`config.mk`:
```
export PLATFORM = sky130hd
export DESIGN_NAME = fifo_rd_stream_bridge_flat
export DESIGN_NICKNAME = d
export VERILOG_FILES = /design/src/rtl/fifo_rd_stream_bridge_if.sv /design/src/rtl/fifo_rd_stream_bridge.sv /design/src/flat_wrapper.sv
export SDC_FILE = /design/constraint.sdc
export NUM_CORES = 1
export LEC_CHECK = 0
export ABC_AREA = 1
export BUFFER_PORTS_ARGS = -buffer_cell sky130_fd_sc_hd__buf_2
export CAP_MARGIN = 20
export CORE_UTILIZATION = 50
export CTS_CLUSTER_DIAMETER = 80
export CTS_CLUSTER_SIZE = 24
export DETAILED_ROUTE_END_ITERATION = 6
export GPL_TIMING_DRIVEN = 1
export PLACE_DENSITY = 0.78
export SYNTH_ARGS = -nofsm -noshare
export SYNTH_HDL_FRONTEND = slang
export SYNTH_SLANG_ARGS = --single-unit
```
`constraint.sdc`:
```
create_clock -name clk -period 2.6 [get_ports clk]
set_input_delay 0.52 -clock clk [delete_from_list [all_inputs] [get_ports clk]]
set_output_delay 0.52 -clock clk [all_outputs]
set_load 0.02 [all_outputs]
```
`src/rtl/fifo_rd_stream_bridge_if.sv`:
```
// Bundles the FIFO read port and the AXI-Stream master side of the bridge.
// No logic; pure signal grouping.
// The master modport is the bridge view; slave is the FIFO/sink view.
interface fifo_rd_stream_bridge_if #(
    parameter int DATA_WIDTH = 64
);
    logic [DATA_WIDTH-1:0] fifo_dout;
    logic                  fifo_empty;
    logic                  fifo_rd_rst_busy;
    logic                  fifo_rd_en;
    logic [DATA_WIDTH-1:0] m_axis_tdata;
    logic                  m_axis_tvalid;
    logic                  m_axis_tready;
    logic                  m_axis_tlast;

    modport master (
        input  fifo_dout, fifo_empty, fifo_rd_rst_busy, m_axis_tready,
        output fifo_rd_en, m_axis_tdata, m_axis_tvalid, m_axis_tlast
    );

    modport slave (
        output fifo_dout, fifo_empty, fifo_rd_rst_busy, m_axis_tready,
        input  fifo_rd_en, m_axis_tdata, m_axis_tvalid, m_axis_tlast
    );
endinterface

```
`src/rtl/fifo_rd_stream_bridge.sv`:
```
// Drains a fixed-latency FIFO read port into an AXI-Stream master with per-packet tlast.
// Latency: READ_LATENCY+1 cycles from first rd_en to first tvalid, then one word per cycle.
// Backpressure: reads are issued only while skid entries plus in-flight reads leave room, so no word is lost.
module fifo_rd_stream_bridge #(
    parameter int DATA_WIDTH   = 64,
    parameter int READ_LATENCY = 1,
    parameter int SKID_DEPTH   = 4,
    parameter int LEN_WIDTH    = 12
) (
    input  logic                   clk,
    input  logic                   rstn,
    fifo_rd_stream_bridge_if.master bus,
    input  logic                   pkt_start,
    input  logic [LEN_WIDTH-1:0]   pkt_len_words,
    output logic                   busy,
    output logic [LEN_WIDTH-1:0]   words_sent
);
    localparam int PTR_W = $clog2(SKID_DEPTH);
    localparam int CNT_W = $clog2(SKID_DEPTH + 1);

    typedef enum logic [1:0] {
        IDLE  = 2'd0,
        RUN   = 2'd1,
        DRAIN = 2'd2
    } state_t;

    state_t                 state_q, state_d;
    logic [LEN_WIDTH-1:0]   len_q, len_d;
    logic [LEN_WIDTH-1:0]   rd_issued_q, rd_issued_d;
    logic [LEN_WIDTH-1:0]   words_sent_q, words_sent_d;
    logic [READ_LATENCY-1:0] pipe_q;
    logic [DATA_WIDTH-1:0]  mem_q [SKID_DEPTH];
    logic [PTR_W-1:0]       wr_ptr_q, rd_ptr_q;
    logic [CNT_W-1:0]       count_q;
    logic [CNT_W-1:0]       inflight;
    logic [LEN_WIDTH-1:0]   len_last;
    logic                   room, rd_en, push, pop, tvalid;

    assign len_last = len_q - LEN_WIDTH'(1);
    assign room     = ({1'b0, count_q} + {1'b0, inflight}) < (CNT_W + 1)'(SKID_DEPTH);
    assign rd_en    = (state_q == RUN) & ~bus.fifo_empty & ~bus.fifo_rd_rst_busy
                      & (rd_issued_q < len_q) & room;
    // The oldest pipe stage marks the cycle in which fifo_dout carries a requested word.
    assign push     = pipe_q[READ_LATENCY-1];
    assign tvalid   = (count_q != '0);
    assign pop      = tvalid & bus.m_axis_tready;

    assign bus.fifo_rd_en    = rd_en;
    assign bus.m_axis_tvalid = tvalid;
    assign bus.m_axis_tdata  = mem_q[rd_ptr_q];
    assign bus.m_axis_tlast  = tvalid & (words_sent_q == len_last);
    assign busy              = (state_q != IDLE);
    assign words_sent        = words_sent_q;

    // Count reads issued but not yet captured into the skid buffer.
    always_comb begin
        inflight = '0;
        for (int i = 0; i < READ_LATENCY; i++) begin
            inflight = inflight + CNT_W'(pipe_q[i]);
        end
    end

    // Packet sequencing: accept a start, issue len reads, then wait for the last beat.
    always_comb begin
        state_d      = state_q;
        len_d        = len_q;
        rd_issued_d  = rd_issued_q;
        words_sent_d = words_sent_q;
        if (rd_en) begin
            rd_issued_d = rd_issued_q + LEN_WIDTH'(1);
        end
        if (pop) begin
            words_sent_d = words_sent_q + LEN_WIDTH'(1);
        end
        case (state_q)
            IDLE: begin
                if (pkt_start && (pkt_len_words != '0)) begin
                    len_d        = pkt_len_words;
                    rd_issued_d  = '0;
                    words_sent_d = '0;
                    state_d      = RUN;
                end
            end
            RUN: begin
                if (rd_issued_d == len_q) begin
                    state_d = DRAIN;
                end
            end
            DRAIN: begin
                if (pop && (words_sent_q == len_last)) begin
                    state_d = IDLE;
                end
            end
            default: state_d = IDLE;
        endcase
    end

    // Control registers; an in-progress packet is simply dropped on reset.
    always_ff @(posedge clk or negedge rstn) begin
        if (!rstn) begin
            state_q      <= IDLE;
            len_q        <= '0;
            rd_issued_q  <= '0;
            words_sent_q <= '0;
            pipe_q       <= '0;
        end else begin
            state_q      <= state_d;
            len_q        <= len_d;
            rd_issued_q  <= rd_issued_d;
            words_sent_q <= words_sent_d;
            pipe_q       <= (pipe_q << 1) | READ_LATENCY'(rd_en);
        end
    end

    // Skid ring buffer: push at tail when a read lands, pop head on handshake.
    always_ff @(posedge clk or negedge rstn) begin
        if (!rstn) begin
            for (int i = 0; i < SKID_DEPTH; i++) begin
                mem_q[i] <= '0;
            end
            wr_ptr_q <= '0;
            rd_ptr_q <= '0;
            count_q  <= '0;
        end else begin
            if (push) begin
                mem_q[wr_ptr_q] <= bus.fifo_dout;
                wr_ptr_q        <= wr_ptr_q + PTR_W'(1);
            end
            if (pop) begin
                rd_ptr_q <= rd_ptr_q + PTR_W'(1);
            end
            case ({push, pop})
                2'b10:   count_q <= count_q + CNT_W'(1);
                2'b01:   count_q <= count_q - CNT_W'(1);
                default: count_q <= count_q;
            endcase
        end
    end
endmodule

```
`src/flat_wrapper.sv`:
```
// flat-port wrapper written by rule: the top's interface ports become plain ports
module fifo_rd_stream_bridge_flat 
#(
    parameter int DATA_WIDTH   = 64,
    parameter int READ_LATENCY = 1,
    parameter int SKID_DEPTH   = 4,
    parameter int LEN_WIDTH    = 12
)
  (clk, rstn, pkt_start, pkt_len_words, busy, words_sent, bus_fifo_dout, bus_fifo_empty, bus_fifo_rd_rst_busy, bus_m_axis_tready, bus_fifo_rd_en, bus_m_axis_tdata, bus_m_axis_tvalid, bus_m_axis_tlast);
  fifo_rd_stream_bridge_if #(.DATA_WIDTH(DATA_WIDTH)) bus_i ();
  input  logic clk;
  input  logic rstn;
  input  logic pkt_start;
  input  logic [LEN_WIDTH-1:0] pkt_len_words;
  output logic busy;
  output logic [LEN_WIDTH-1:0] words_sent;
  input wire logic [$bits(bus_i.fifo_dout)-1:0] bus_fifo_dout;
  input wire logic [$bits(bus_i.fifo_empty)-1:0] bus_fifo_empty;
  input wire logic [$bits(bus_i.fifo_rd_rst_busy)-1:0] bus_fifo_rd_rst_busy;
  input wire logic [$bits(bus_i.m_axis_tready)-1:0] bus_m_axis_tready;
  output wire logic [$bits(bus_i.fifo_rd_en)-1:0] bus_fifo_rd_en;
  output wire logic [$bits(bus_i.m_axis_tdata)-1:0] bus_m_axis_tdata;
  output wire logic [$bits(bus_i.m_axis_tvalid)-1:0] bus_m_axis_tvalid;
  output wire logic [$bits(bus_i.m_axis_tlast)-1:0] bus_m_axis_tlast;
  assign bus_i.fifo_dout = bus_fifo_dout;
  assign bus_i.fifo_empty = bus_fifo_empty;
  assign bus_i.fifo_rd_rst_busy = bus_fifo_rd_rst_busy;
  assign bus_i.m_axis_tready = bus_m_axis_tready;
  assign bus_fifo_rd_en = bus_i.fifo_rd_en;
  assign bus_m_axis_tdata = bus_i.m_axis_tdata;
  assign bus_m_axis_tvalid = bus_i.m_axis_tvalid;
  assign bus_m_axis_tlast = bus_i.m_axis_tlast;
  fifo_rd_stream_bridge #(.DATA_WIDTH(DATA_WIDTH), .READ_LATENCY(READ_LATENCY), .SKID_DEPTH(SKID_DEPTH), .LEN_WIDTH(LEN_WIDTH)) u_core (.clk(clk), .rstn(rstn), .bus(bus_i), .pkt_start(pkt_start), .pkt_len_words(pkt_len_words), .busy(busy), .words_sent(words_sent));
endmodule
```
After elaboration in Yosys (flattened, before gate mapping)
Cells that the tools add are included.
Widths: inputs -> output; s select.

operators by class
  add/subtract/negate cells = 8
  $lt $le $gt $ge = 5
  equality and inequality tests = 9
  multiplexer cells = 17
  bitwise operators = 10
  reductions and logical operators = 10

operator list
  cell                   count
  $bwmux 256             1
  $mux 64                3
  $bmux 64 s2            1
  $demux 64 s2           1
  $mux 12                6
  $add 12x1->12 const B  2
  $eq 12x12->1           2
  $lt 12x12->1           1
  $reduce_bool 12->1     1
  $sub 12x1->12 const B  1
  $and 1x1->1            6
  $ge 3x3->1 const B     2
  $mux 2                 3
  $not 2->3              2
  $pmux 2 s3             1
  $pmux 3 s2             1
  $add 2x1->2 const B    2
  $add 3x1->4            1
  $eq 2x1->1 const B     2
  $eq 2x2->1 const B     2
  $lt 4x3->1 const B     1
  $ne 2x1->1 const B     2
  $reduce_bool 2->1      2
  $add 3x1->3 const B    1
  9 further kinds        12

storage, ports and cells
  register bits after elaboration = 302
  input port bits = 82
  output and inout port bits = 80
  logic and storage cells = 71

Logic depth before layout (Yosys ltp)
Gate-level depths: netlist (run 1).

  word-level depth = 9
  mapped depth = 18
  mapped depth without buffers = 17

Worst setup path before layout (run 1)
OpenSTA, ideal clock, no wires.

  path kind = reg-to-output
  start point = register u_core.len_q[0]
  end point = output port bus_m_axis_tlast
  data arrival time = 1901 ps
  data required time = 2080 ps
  path slack = 179 ps
  stages on the path, launching flop included = 11
  path buffers = 0
  cell sequence = dfrtp_1 > inv_1 > ha_1 > nand3_1 > nor2_1 > xor2_1 > or2_2 > o21ai_0 > nor3_1 > nand2_1 > nor2_1

between the ends
  word-level cells in the longest chain between the ends = 3

RTL lines
  what                      line                          RTL
  start: declaration        fifo_rd_stream_bridge.sv:28   logic [LEN_WIDTH-1:0] len_q, len_d;
  start signal: assignment  fifo_rd_stream_bridge.sv:108  len_q <= len_d;
  $sub 12x1->12             fifo_rd_stream_bridge.sv:39   assign len_last = len_q - LEN_WIDTH'(1);
  $eq 12x12->1              fifo_rd_stream_bridge.sv:51   assign bus.m_axis_tlast = tvalid & (words_sent_q == len_last);
  $and 1x1->1               fifo_rd_stream_bridge.sv:51
  end: declaration          flat_wrapper.sv:24            output wire logic [$bits(bus_i.m_axis_tlast)-1:0] bus_m_axis_tlast;

Every way passes these cells.

Worst setup path after layout (run 1)
  start point = register u_core.len_q[4]
  end point = output port bus_m_axis_tlast

Same word-level chain as after synthesis.

==> results of run 1 <==
## layer usage
layer	global-route usage (%)	share of wire (%)
met3	3.19	6.5
met2	40.9	47
met1	34.7	43
met4	7.79	2.7
met5	0	0
## registers in the layout, summed over array words and instances (netlist names), 2 cells and up
| register | cells |
|---|---|
| u_core.rd_ptr_q | 2 |
| u_core.words_sent | 12 |
| u_core.wr_ptr_q | 2 |
| u_core.len_q | 12 |
| u_core.mem_q | 256 |
| u_core.state_q | 2 |
| u_core.count_q | 3 |
| u_core.rd_issued_q | 12 |
## critical path, stage by stage, from the launching register on
cell and delay [ns]:
dfrtp_1 0.47, nor2_2 0.18, nand2_1 0.12, nor2_4 0.15, xor2_1 0.19, or2_2 0.13
o21ai_0 0.13, nor3_2 0.19, nand2_1 0.10, nor2_2 0.16, buf_6 0.14
## area by class of cell
cell class	count	share of cell area, %
clock buffer	20	2.70
antenna	2	0.0303
sequential	302	45.8
inverter	125	2.87
multi-input combinational	1197	36.1
clock inverter	5	0.280
tap	378	2.86
timing repair buffer	223	9.41
## power groups by stage
stage | Clock, mW | Combinational [mW] | Sequential (mW)
finish | 2.83 | 10.7 | 8.36
global route | 3.11 | 11.9 | 8.62
CTS | 2.91 | 10.2 | 8.30
detailed placement | 0 | 9.86 | 8.37
global placement | 0 | 9.56 | 8.27
floorplan | 0 | 6.78 | 8.05
## path summary, 6_finish.rpt
path                                    from                end  slack (ns)  cells past startpoint
max                          u_core.len_q[4]   bus_m_axis_tlast       -0.36                     10
min                         pkt_len_words[9]    u_core.len_q[9]        0.24                      3
max reg2reg                  u_core.len_q[2]  u_core.state_q[0]       -0.01                     22
min reg2reg                u_core.mem_q[145]  u_core.mem_q[145]        0.48                      2
max in group asynchronous               rstn    u_core.mem_q[9]        1.24                      3
min in group asynchronous               rstn   u_core.mem_q[96]        0.54                      2
## through the flow
step	instances	cell area (sq um)	TNS (ns)	hold WS [ns]	setup WS, ns
6_report	2252	16500	-0.434	0.243	-0.365
5_1_grt	2251	16500	-0.861	0.245	-0.505
4_1_cts	2236	16200	-0.320	0.221	-0.320
3_5_place_dp	2201	15500	0	0.467	0.0223
3_3_place_gp	2201	15500	0	0.460	0.158
2_1_floorplan	1733	14200	0	0.224	0.179
## logic make-up (layout without fill, tap and decap cells)
| group | Yosys count | count (layout) | synth area share, % |
|---|---|---|---|
| flops | 302 | 302 | 53.3 |
| fa+ha+maj | 20 | 20 | 1.82 |
| simple gates | 663 | 663 | 19.1 |
| xor+xnor | 26 | 26 | 1.61 |
| other cells | 0 | 2 | 0 |
| compound gates | 488 | 488 | 17.8 |
| buf+inv | 234 | 373 | 6.37 |
## what timing repair did
item	4_1_cts	5_1_grt
gates resized for setup	32	40
pin swaps	7	20
setup buffers	9	11
hold buffers	1	0
setup endpoints to repair	7	10
hold endpoints to repair	53	0
cloned	0	3
## cells in the final DEF (no fill, tap or decap), types with 6 or more instances in the layout
master     Yosys  routed
a21oi_1       12      10
buf_12         0      12
buf_2          4     157
buf_4          1      39
buf_6          2       7
clkbuf_16      0      20
dfrtp_1      302     297
ha_1          19      16
inv_1        120     110
inv_2          3      12
nand2_1      382     367
nand2_2        3      12
nand2_4        0       6
nand3_1       51      47
nand4_1       22      22
nor2_1       183     175
nor2_2         1       7
nor3_2         3       6
o21ai_0      407     407
o22ai_1       64      62
xor2_1        21      21
==> impl_metrics.env, run 1 <==
export IMPL_status="finished with violations"
export IMPL_violations="negative setup slack"
export IMPL_seq_power_share_pct=38.2
export IMPL_syn_area_sq_um=14200
export IMPL_firstDrtPassIters=6
export IMPL_yosysWarnings=0
export IMPL_ant_nets=0
export IMPL_cts_num_sinks=302
export IMPL_finalCritPeriodShare_pct=114
export IMPL_totalWireLength_microns=37100
export IMPL_area_growth_pct=16.5
export IMPL_switching_share_pct=44.3
export IMPL_finish_utilization_pct=59.3
export IMPL_layout_setup_ws_ns=-0.365
export IMPL_fin_nets=1968
export IMPL_synthTopCellsByCount="o21ai_0 (407), nand2_1 (382), dfrtp_1 (302)"
export IMPL_die_x_microns=170
export IMPL_power_density_nw_per_um2=1330
export IMPL_crit_path_start_kind="flip-flop"
export IMPL_synth_edff_count=0
export IMPL_rsz0062_at_grt="true"
export IMPL_power_internal_mw=12.2
export IMPL_clkPwrFrac_pct=12.9
export IMPL_maxCapViolCount=0
export IMPL_crit_fanout=5
export IMPL_hpwl_microns=22700
export IMPL_worst_pin_slew_ns=0.586
export IMPL_hold_viol_final=0
export IMPL_cp_end_kind="output port"
export IMPL_root_buffer="clkbuf_16"
export IMPL_grt_pass1_vias=11622
export IMPL_synth_top_area_share_pct=53.3
export IMPL_synth_seq_cells=302
export IMPL_ys_seq_area_share_pct=53.3
export IMPL_synth_cell_types=35
export IMPL_core_sq_um=27900
export IMPL_totalPowerFinal_mw=21.9
export IMPL_synth_avg_cell_area_sq_um=8.19
export IMPL_drv_slew=0
export IMPL_clkTransAtPathRegs_ns=0.10
export IMPL_worstSkewPairLatency_ns=0.52
export IMPL_path_class="reg -> out"
export IMPL_route_detailed_drc=0
export IMPL_cts_made_buffers=17
export IMPL_finalClockSkew_ns=0.0230
export IMPL_synthesis_nets=1835
export IMPL_n_fill_cell=2486
export IMPL_antenna_found_initial=2
export IMPL_vdd_drop_max_v=0.000791
export IMPL_setup_viol=3
export IMPL_io_pins=162
export IMPL_leakagePower_nw=8.16
export IMPL_clockBufferDepth=3
export IMPL_synth_most_common_cell="o21ai_0"
export IMPL_async_reset_ff_share_pct=100
export IMPL_min_path_type="in -> reg"
export IMPL_h_tree_depth=1
export IMPL_post_drt_wl_per_cell_microns=16.5
export IMPL_io_buffers=161
export IMPL_multiInputGateArea_sq_um=5960
export IMPL_grt_pass1_wl_microns=58500
export IMPL_ys_dominant_reg_cell="dfrtp_1"
export IMPL_grt_max_degree=79
export IMPL_die_h_microns=170
export IMPL_drive_above_1_share_pct=17.0
export IMPL_grt_usage_pct=25.0
export IMPL_initialDrtViolationCount=1328
export IMPL_switchingPower_mw=9.70
export IMPL_relSlewSlack_pct=61.0
export IMPL_synth_area_leaders="dfrtp_1 (53%), o21ai_0 (14%), nand2_1 (10%), nor2_1 (4.8%), inv_1 (3.2%)"
export IMPL_power_share_combinational_pct=48.9
export IMPL_post_route_min_period_ns=2.96
export IMPL_crit_required_ns=2.08
export IMPL_cts_tree="done"
export IMPL_vias=12582
export IMPL_overflow=0
export IMPL_seqCellArea_sq_um=7570
export IMPL_place_gp_congestion=0.898
export IMPL_die_area_sq_um=29000
export IMPL_cp_arrival_ns=2.44
export IMPL_initial_utilization_pct=50.9
export IMPL_vias_per_cell=5.59
export IMPL_postSynthCellCount=1733
export IMPL_yosysTopAreaCell="dfrtp_1"
export IMPL_std_cell_rows=61
export IMPL_fmaxAchievable_ghz=0.337
(Power assumes the default switching activity.)
==> run 2: changes to the inputs <==
- CAP_MARGIN: 20 -> 40
- CTS_BUF_LIST: default -> sky130_fd_sc_hd__clkbuf_4
- clock period: 2.6 -> 2.8 ns (I/O delays scaled with it)
==> run 2 against run 1 <==
  * The flow still finishes with violations (negative setup slack)
  * Largest cell class unchanged
  * Wire length rose by 5.6%
  * Register-to-register slack improved by 0.30 ns
  * Clock skew rose by 0.021 ns
  * Critical path depth did not move
  * Design area rose by 2.1%
  * Non-clock buffer count rose by 18
  * First-iteration DRC count fell by 9.7%
==> impl_metrics.env, run 2 (synthesis results as in run 1) <==
export IMPL_fin_area_sq_um=16900
export IMPL_antenna_found_initial=2
export IMPL_critPathTopFamily="simple AND/OR/NAND/NOR gates"
export IMPL_grt_usage_pct=25.2
export IMPL_worst_pin_slew_ns=0.775
export IMPL_drive_above_1_share_pct=18.8
export IMPL_grt_max_degree=73
export IMPL_largest_register_ffs=256
export IMPL_fin_nets=1987
export IMPL_switchingPower_mw=9.46
export IMPL_area_growth_pct=19.0
export IMPL_power_density_nw_per_um2=1250
export IMPL_vias=12750
export IMPL_violations="negative setup slack"
export IMPL_initial_utilization_pct=50.9
export IMPL_final_cell_mix="nand2_1 (376), o21ai_0 (350), dfrtp_1 (295)"
export IMPL_io_buffers=161
export IMPL_firstDrtPassIters=5
export IMPL_post_route_min_period_ns=3.23
export IMPL_die_area_sq_um=29000
export IMPL_core_sq_um=27900
export IMPL_path_class="reg -> out"
export IMPL_layout_setup_ws_ns=-0.434
export IMPL_cp_slowest_cell="dfrtp_1"
export IMPL_power_share_combinational_pct=54.6
export IMPL_crit_required_ns=2.24
export IMPL_grt_pass1_wl_microns=58500
export IMPL_relSlewSlack_pct=48.3
export IMPL_min_path_type="in -> reg"
export IMPL_status="finished with violations"
export IMPL_crit_fanout=3
export IMPL_maxCapViolCount=0
export IMPL_overflow=0
export IMPL_critical_path_buf_inv_count=2
export IMPL_crit_path_start_kind="flip-flop"
export IMPL_vias_per_cell=5.62
export IMPL_cp_end_kind="output port"
export IMPL_leakagePower_nw=8.31
export IMPL_grt_pass1_vias=11595
export IMPL_post_drt_wl_per_cell_microns=17.2
export IMPL_vdd_drop_max_v=0.000742
export IMPL_place_gp_congestion=0.910
export IMPL_hpwl_microns=22200
export IMPL_io_pins=162
export IMPL_initialDrtViolationCount=1199
export IMPL_placed_area_sq_um=15400
export IMPL_regMostFlops="u_core.mem_q"
export IMPL_h_tree_depth=1
export IMPL_std_cell_rows=61
export IMPL_root_buffer="clkbuf_4"
export IMPL_hold_viol_final=0
export IMPL_path_cells="inv_2, ha_4, xnor2_1, nor3b_2, nor3b_2, nand4_1, nor3_2, nand2_1, nor2_1, buf_4"
export IMPL_max_stage_delay_ns=0.44
export IMPL_die_x_microns=170
export IMPL_finalClockSkew_ns=0.0441
export IMPL_final_setup_tns_ns=-0.505
export IMPL_rsz0062_at_grt="true"
export IMPL_switching_share_pct=44.7
export IMPL_clockBufferDepth=3
export IMPL_worstSkewPairLatency_ns=0.72
export IMPL_route_detailed_drc=0
export IMPL_crit_top_cell="nor3b_2"
export IMPL_clkPwrFrac_pct=8.3
export IMPL_drv_slew=0
export IMPL_power_internal_mw=11.7
export IMPL_cp_arrival_ns=2.67
export IMPL_mostFrequentLayoutCell="nand2_1"
export IMPL_seq_power_share_pct=37.1
export IMPL_ant_nets=0
export IMPL_die_h_microns=170
export IMPL_cts_num_sinks=302
export IMPL_fmaxAchievable_ghz=0.309
export IMPL_cts_tree="done"
export IMPL_cts_made_buffers=17
export IMPL_clkTransAtPathRegs_ns=0.23
export IMPL_totalWireLength_microns=39100
export IMPL_finalCritPeriodShare_pct=116
export IMPL_setup_viol=3
==> run 2: timing repair <==
action,CTS,global route
hold buffers,1,0
setup buffers,23,9
resized for setup,45,172
endpoints found under the setup margin,66,31
cloned,3,14
endpoints found under the hold margin,64,0
pin swaps,9,17
==> run 2: metrics by stage <==
| step | std cells | total power, mW | setup slack, ns | hold slack (ns) | utilization, % |
|---|---|---|---|---|---|
| after floorplan | 1733 | 13.8 | 0.339 | 0.264 | - |
| after global placement | 2195 | 16.5 | 0.225 | 0.461 | 55.4 |
| after detailed placement | 2195 | 16.9 | 0.154 | 0.467 | 55.4 |
| after CTS | 2245 | 19.3 | -0.394 | 0.0211 | 57.7 |
| after global routing | 2269 | 22.7 | -0.610 | 0.0494 | 60.6 |
| final | 2269 | 21.1 | -0.434 | 0.0625 | 60.6 |
==> run 2: power groups by stage <==
| stage | Sequential (mW) | Clock [mW] | Combinational, mW |
|---|---|---|---|
| 3_3_place_gp | 7.74 | 0 | 8.74 |
| 6_report | 7.84 | 1.76 | 11.5 |
| 2_1_floorplan | 7.48 | 0 | 6.30 |
| 4_1_cts | 7.69 | 1.81 | 9.80 |
| 3_5_place_dp | 7.84 | 0 | 9.01 |
| 5_1_grt | 8.09 | 1.94 | 12.6 |
==> run 2: metal layers <==
layer  up-vias  global-route usage [%]  part of all wire, %
met3        75                    3.19                  6.4
li1       6026                       -                    -
met4         0                    9.01                  3.0
met2       526                    40.9                   47
met1      6123                    34.8                   44
met5         -                       0                    0
==> run 2: worst register-to-register path, delay by kind of cell, from the launching register on <==
kind,cells,cell delay (ns)
buffers and inverters,4,0.52
DFF,1,0.46
adders and majority gates,1,0.26
and+or+nand+nor,13,1.19
==> run 2: cell type report <==
class	count	area, sq um
clock inverters	5	66.3
repair buffers	241	2090
well taps	378	473
flip-flops and latches	302	7570
fillers	2375	11000
diodes	2	5.00
repair inverters	1	8.76
clock buffers	18	135
inverters	125	495
multi-input cells	1197	6040
==> run 2: path summary, 6_finish.rpt <==
| kind | startpoint | end | slack, ns | depth (start not counted) |
|---|---|---|---|---|
| worst max-delay path | u_core.len_q[1] | bus_m_axis_tlast | -0.43 | 10 |
| max in group asynchronous | rstn | u_core.len_q[7] | 1.54 | 3 |
| worst max register to register | u_core.len_q[2] | u_core.state_q[0] | 0.29 | 18 |
| min in group asynchronous | rstn | u_core.mem_q[106] | 0.38 | 2 |
| worst min-delay path | pkt_len_words[3] | u_core.len_q[3] | 0.06 | 3 |
| worst min register to register | u_core.mem_q[69] | u_core.mem_q[69] | 0.51 | 2 |
==> run 3: changes to the inputs <==
- ABC_AREA: 1 -> default
==> run 3 against run 2 <==
  * The run still ends with negative setup slack left
  * Synthesized cell count decreased by 44%
  * Global-route usage decreased by 3.2 points
  * Largest cell class unchanged
  * Area after synthesis decreased by 0.97%
  * Wire length decreased by 21%
  * Utilization increased by 1.4 points
  * Via count decreased by 30%
  * Register-to-register slack got worse by 0.42 ns
  * Cell count decreased by 31%
  * Highest routed layer is now met5
  * Hold slack improved by 0.0099 ns
==> impl_metrics.env, run 3 <==
export IMPL_synth_edff_count=0
export IMPL_vdd_drop_max_v=0.000457
export IMPL_final_cell_mix="dfrtp_1 (300), mux2_2 (256), buf_2 (96)"
export IMPL_yosysWarnings=0
export IMPL_vias=8897
export IMPL_die_area_sq_um=28800
export IMPL_critPathCapture="bus_m_axis_tlast"
export IMPL_cts_num_sinks=302
export IMPL_setup_viol=6
export IMPL_yosysTopAreaCell="dfrtp_1"
export IMPL_vias_per_cell=5.66
export IMPL_worst_path_stages=9
export IMPL_core_sq_um=27300
export IMPL_synth_most_common_cell="dfrtp_1"
export IMPL_critical_path_buf_inv_count=2
export IMPL_path_class="reg -> out"
export IMPL_worstSkewPairLatency_ns=0.71
export IMPL_post_place_ws_ns=-0.174
export IMPL_r2r_slack_ns=-0.13
export IMPL_io_buffers=161
export IMPL_fin_nets=1295
export IMPL_grt_max_degree=84
export IMPL_worst_pin_slew_ns=0.597
export IMPL_largest_register_ffs=256
export IMPL_min_path_type="in -> reg"
export IMPL_mostFrequentLayoutCell="dfrtp_1"
export IMPL_postSynthCellCount=965
export IMPL_finalClockSkew_ns=0.0346
export IMPL_initialDrtViolationCount=519
export IMPL_die_h_microns=170
export IMPL_synth_seq_cells=302
export IMPL_hpwl_microns=20800
export IMPL_maxCapViolCount=0
export IMPL_violations="negative setup slack"
export IMPL_grt_usage_pct=22.0
export IMPL_die_x_microns=170
export IMPL_power_density_nw_per_um2=1200
export IMPL_fmaxAchievable_ghz=0.268
export IMPL_synth_cell_types=56
export IMPL_root_buffer="clkbuf_4"
export IMPL_leakagePower_nw=7.37
export IMPL_async_reset_ff_share_pct=100
export IMPL_clockBufferDepth=3
export IMPL_seq_power_share_pct=37.2
export IMPL_r2r_start="u_core.len_q[4]"
export IMPL_switching_share_pct=35.9
export IMPL_drive_above_1_share_pct=53.3
export IMPL_area_growth_pct=20.3
export IMPL_worstReg2RegEnd="u_core.state_q[0]"
export IMPL_post_drt_wl_per_cell_microns=19.7
export IMPL_syn_area_sq_um=14000
export IMPL_cts_made_buffers=17
export IMPL_synth_avg_cell_area_sq_um=14.6
export IMPL_post_route_min_period_ns=3.73
export IMPL_regMostFlops="u_core.mem_q"
export IMPL_path_cells="or4_4, buf_12, nor4_4, nand3_1, xnor2_1, nand4_1, a2111o_1, nor2b_2, buf_4"
export IMPL_hold_viol_final=0
export IMPL_firstDrtPassIters=5
export IMPL_rsz0062_at_grt="true"
export IMPL_status="finished with violations"
export IMPL_crit_path_start_kind="flip-flop"
export IMPL_place_gp_congestion=0.906
export IMPL_reg2regPathDepth=14
export IMPL_max_stage_delay_ns=0.56
export IMPL_finish_utilization_pct=62.0
export IMPL_relSlewSlack_pct=59.9
export IMPL_clkTransAtPathRegs_ns=0.24
export IMPL_totalPowerFinal_mw=20.3
export IMPL_clkPwrFrac_pct=8.4
export IMPL_h_tree_depth=1
export IMPL_synthesis_nets=1067
export IMPL_totalWireLength_microns=31000
export IMPL_ys_seq_area_share_pct=53.8
export IMPL_grt_pass1_vias=9353
export IMPL_power_internal_mw=13.0
export IMPL_io_pins=162
export IMPL_ant_nets=0
export IMPL_std_cell_rows=60
export IMPL_route_detailed_drc=0
export IMPL_hold_slack_ns=0.0724
export IMPL_power_share_combinational_pct=54.4
export IMPL_crit_start="u_core.len_q[4]"
export IMPL_switchingPower_mw=7.28
export IMPL_critPathTopFamily="simple AND/OR/NAND/NOR gates"
export IMPL_cts_tree="done"
export IMPL_layout_setup_ws_ns=-0.927
export IMPL_drv_slew=0
export IMPL_cp_end_kind="output port"
export IMPL_synth_area_leaders="dfrtp_1 (54%), mux2_2 (21%), mux4_2 (10%), xnor2_1 (1.9%), ha_1 (1.7%)"
export IMPL_grt_pass1_wl_microns=50000
export IMPL_ys_dominant_reg_cell="dfrtp_1"
export IMPL_initial_utilization_pct=51.6
export IMPL_synthTopCellsByCount="dfrtp_1 (302), mux2_2 (256), mux4_2 (64)"
export IMPL_finalCritPeriodShare_pct=133
export IMPL_crit_fanout=3
export IMPL_cp_arrival_ns=3.17
export IMPL_crit_required_ns=2.24
export IMPL_cp_slowest_cell="or4_4"
export IMPL_antenna_found_initial=3
export IMPL_synth_top_area_share_pct=53.8
export IMPL_overflow=0
export IMPL_final_setup_tns_ns=-1.58
-- run 3: changes by cell type in the layout (fill, tap and decap cells not counted), sizes merged, moves of 46 or more --
| cell | delta |
|---|---|
| o21ai | -383 |
| nand2 | -354 |
| mux2 | +256 |
| nor2 | -153 |
| inv | -98 |
| mux4 | +64 |
| o22ai | -64 |
| nand3 | -46 |
-- run 3: metrics by stage --
| step | cell area (sq um) | instances |
|---|---|---|
| after detailed placement | 15900 | 1520 |
| after global placement | 15900 | 1520 |
| after floorplan | 14100 | 965 |
| after global routing | 16900 | 1572 |
| final | 16900 | 1572 |
| after CTS | 16800 | 1564 |
-- run 3: how the worst min path moves through the flow --
stage                           start                end  slack, ns  cells past startpoint
floorplan                        rstn  u_core.count_q[0]       0.26                      0
global placement    u_core.mem_q[103]  u_core.mem_q[103]       0.48                      1
detailed placement  u_core.mem_q[103]  u_core.mem_q[103]       0.49                      1
CTS                  pkt_len_words[9]    u_core.len_q[9]      0.004                      3
global route         bus_fifo_dout[4]    u_core.mem_q[4]       0.04                      2
finish               pkt_len_words[9]    u_core.len_q[9]       0.07                      3
-- run 3: tightest hold or removal path, delay by kind of cell --
| family | cells | cell delay (ns) |
|---|---|---|
| buf+inv | 1 | 0.10 |
| compound gates | 1 | 0.06 |
| simple gates | 1 | 0.04 |
-- run 3: cell families after synthesis --
family	Yosys count	share of synthesized area, %
xor gates and xnor gates	52	3.34
and+or+nand+nor	128	4.67
buffers and inverters	76	2.03
muxes	324	31.2
AOI/OAI and AO/OA	63	3.18
adders and majority gates	20	1.83
DFF	302	53.8
-- run 3: timing repair --
action,4_1_cts,5_1_grt
pin swaps,8,10
hold buffers,1,0
endpoints found under the hold margin,48,0
gates resized for setup,149,18
gates cloned,3,1
endpoints found under the setup margin,68,68
buffers inserted,16,7
-- run 3: layout make-up --
cell class | instances | area [sq um]
diodes | 2 | 5.00
clock inverters | 5 | 48.8
clock buffers | 19 | 143
inverters | 26 | 97.6
repair buffers | 259 | 2240
multi-input cells | 587 | 6340
flip-flops and latches | 302 | 7560
fillers | 2057 | 10300
well taps | 372 | 465
-- run 3: power groups by stage --
stage | Sequential [mW] | Combinational [mW] | Clock (mW)
5_1_grt | 7.79 | 11.8 | 1.90
3_5_place_dp | 7.71 | 9.17 | 0
6_report | 7.55 | 11.1 | 1.70
4_1_cts | 7.52 | 11.0 | 1.78
3_3_place_gp | 7.55 | 8.92 | 0
2_1_floorplan | 7.32 | 6.56 | 0
-- run 3: layer usage --
layer,up-vias,share of wire (%),track usage [%]
met4,2,2.3,5.60
met1,4626,45,30.4
met2,227,49,37.2
met5,-,0.032,0
li1,3994,-,-
met3,48,3.6,2.66
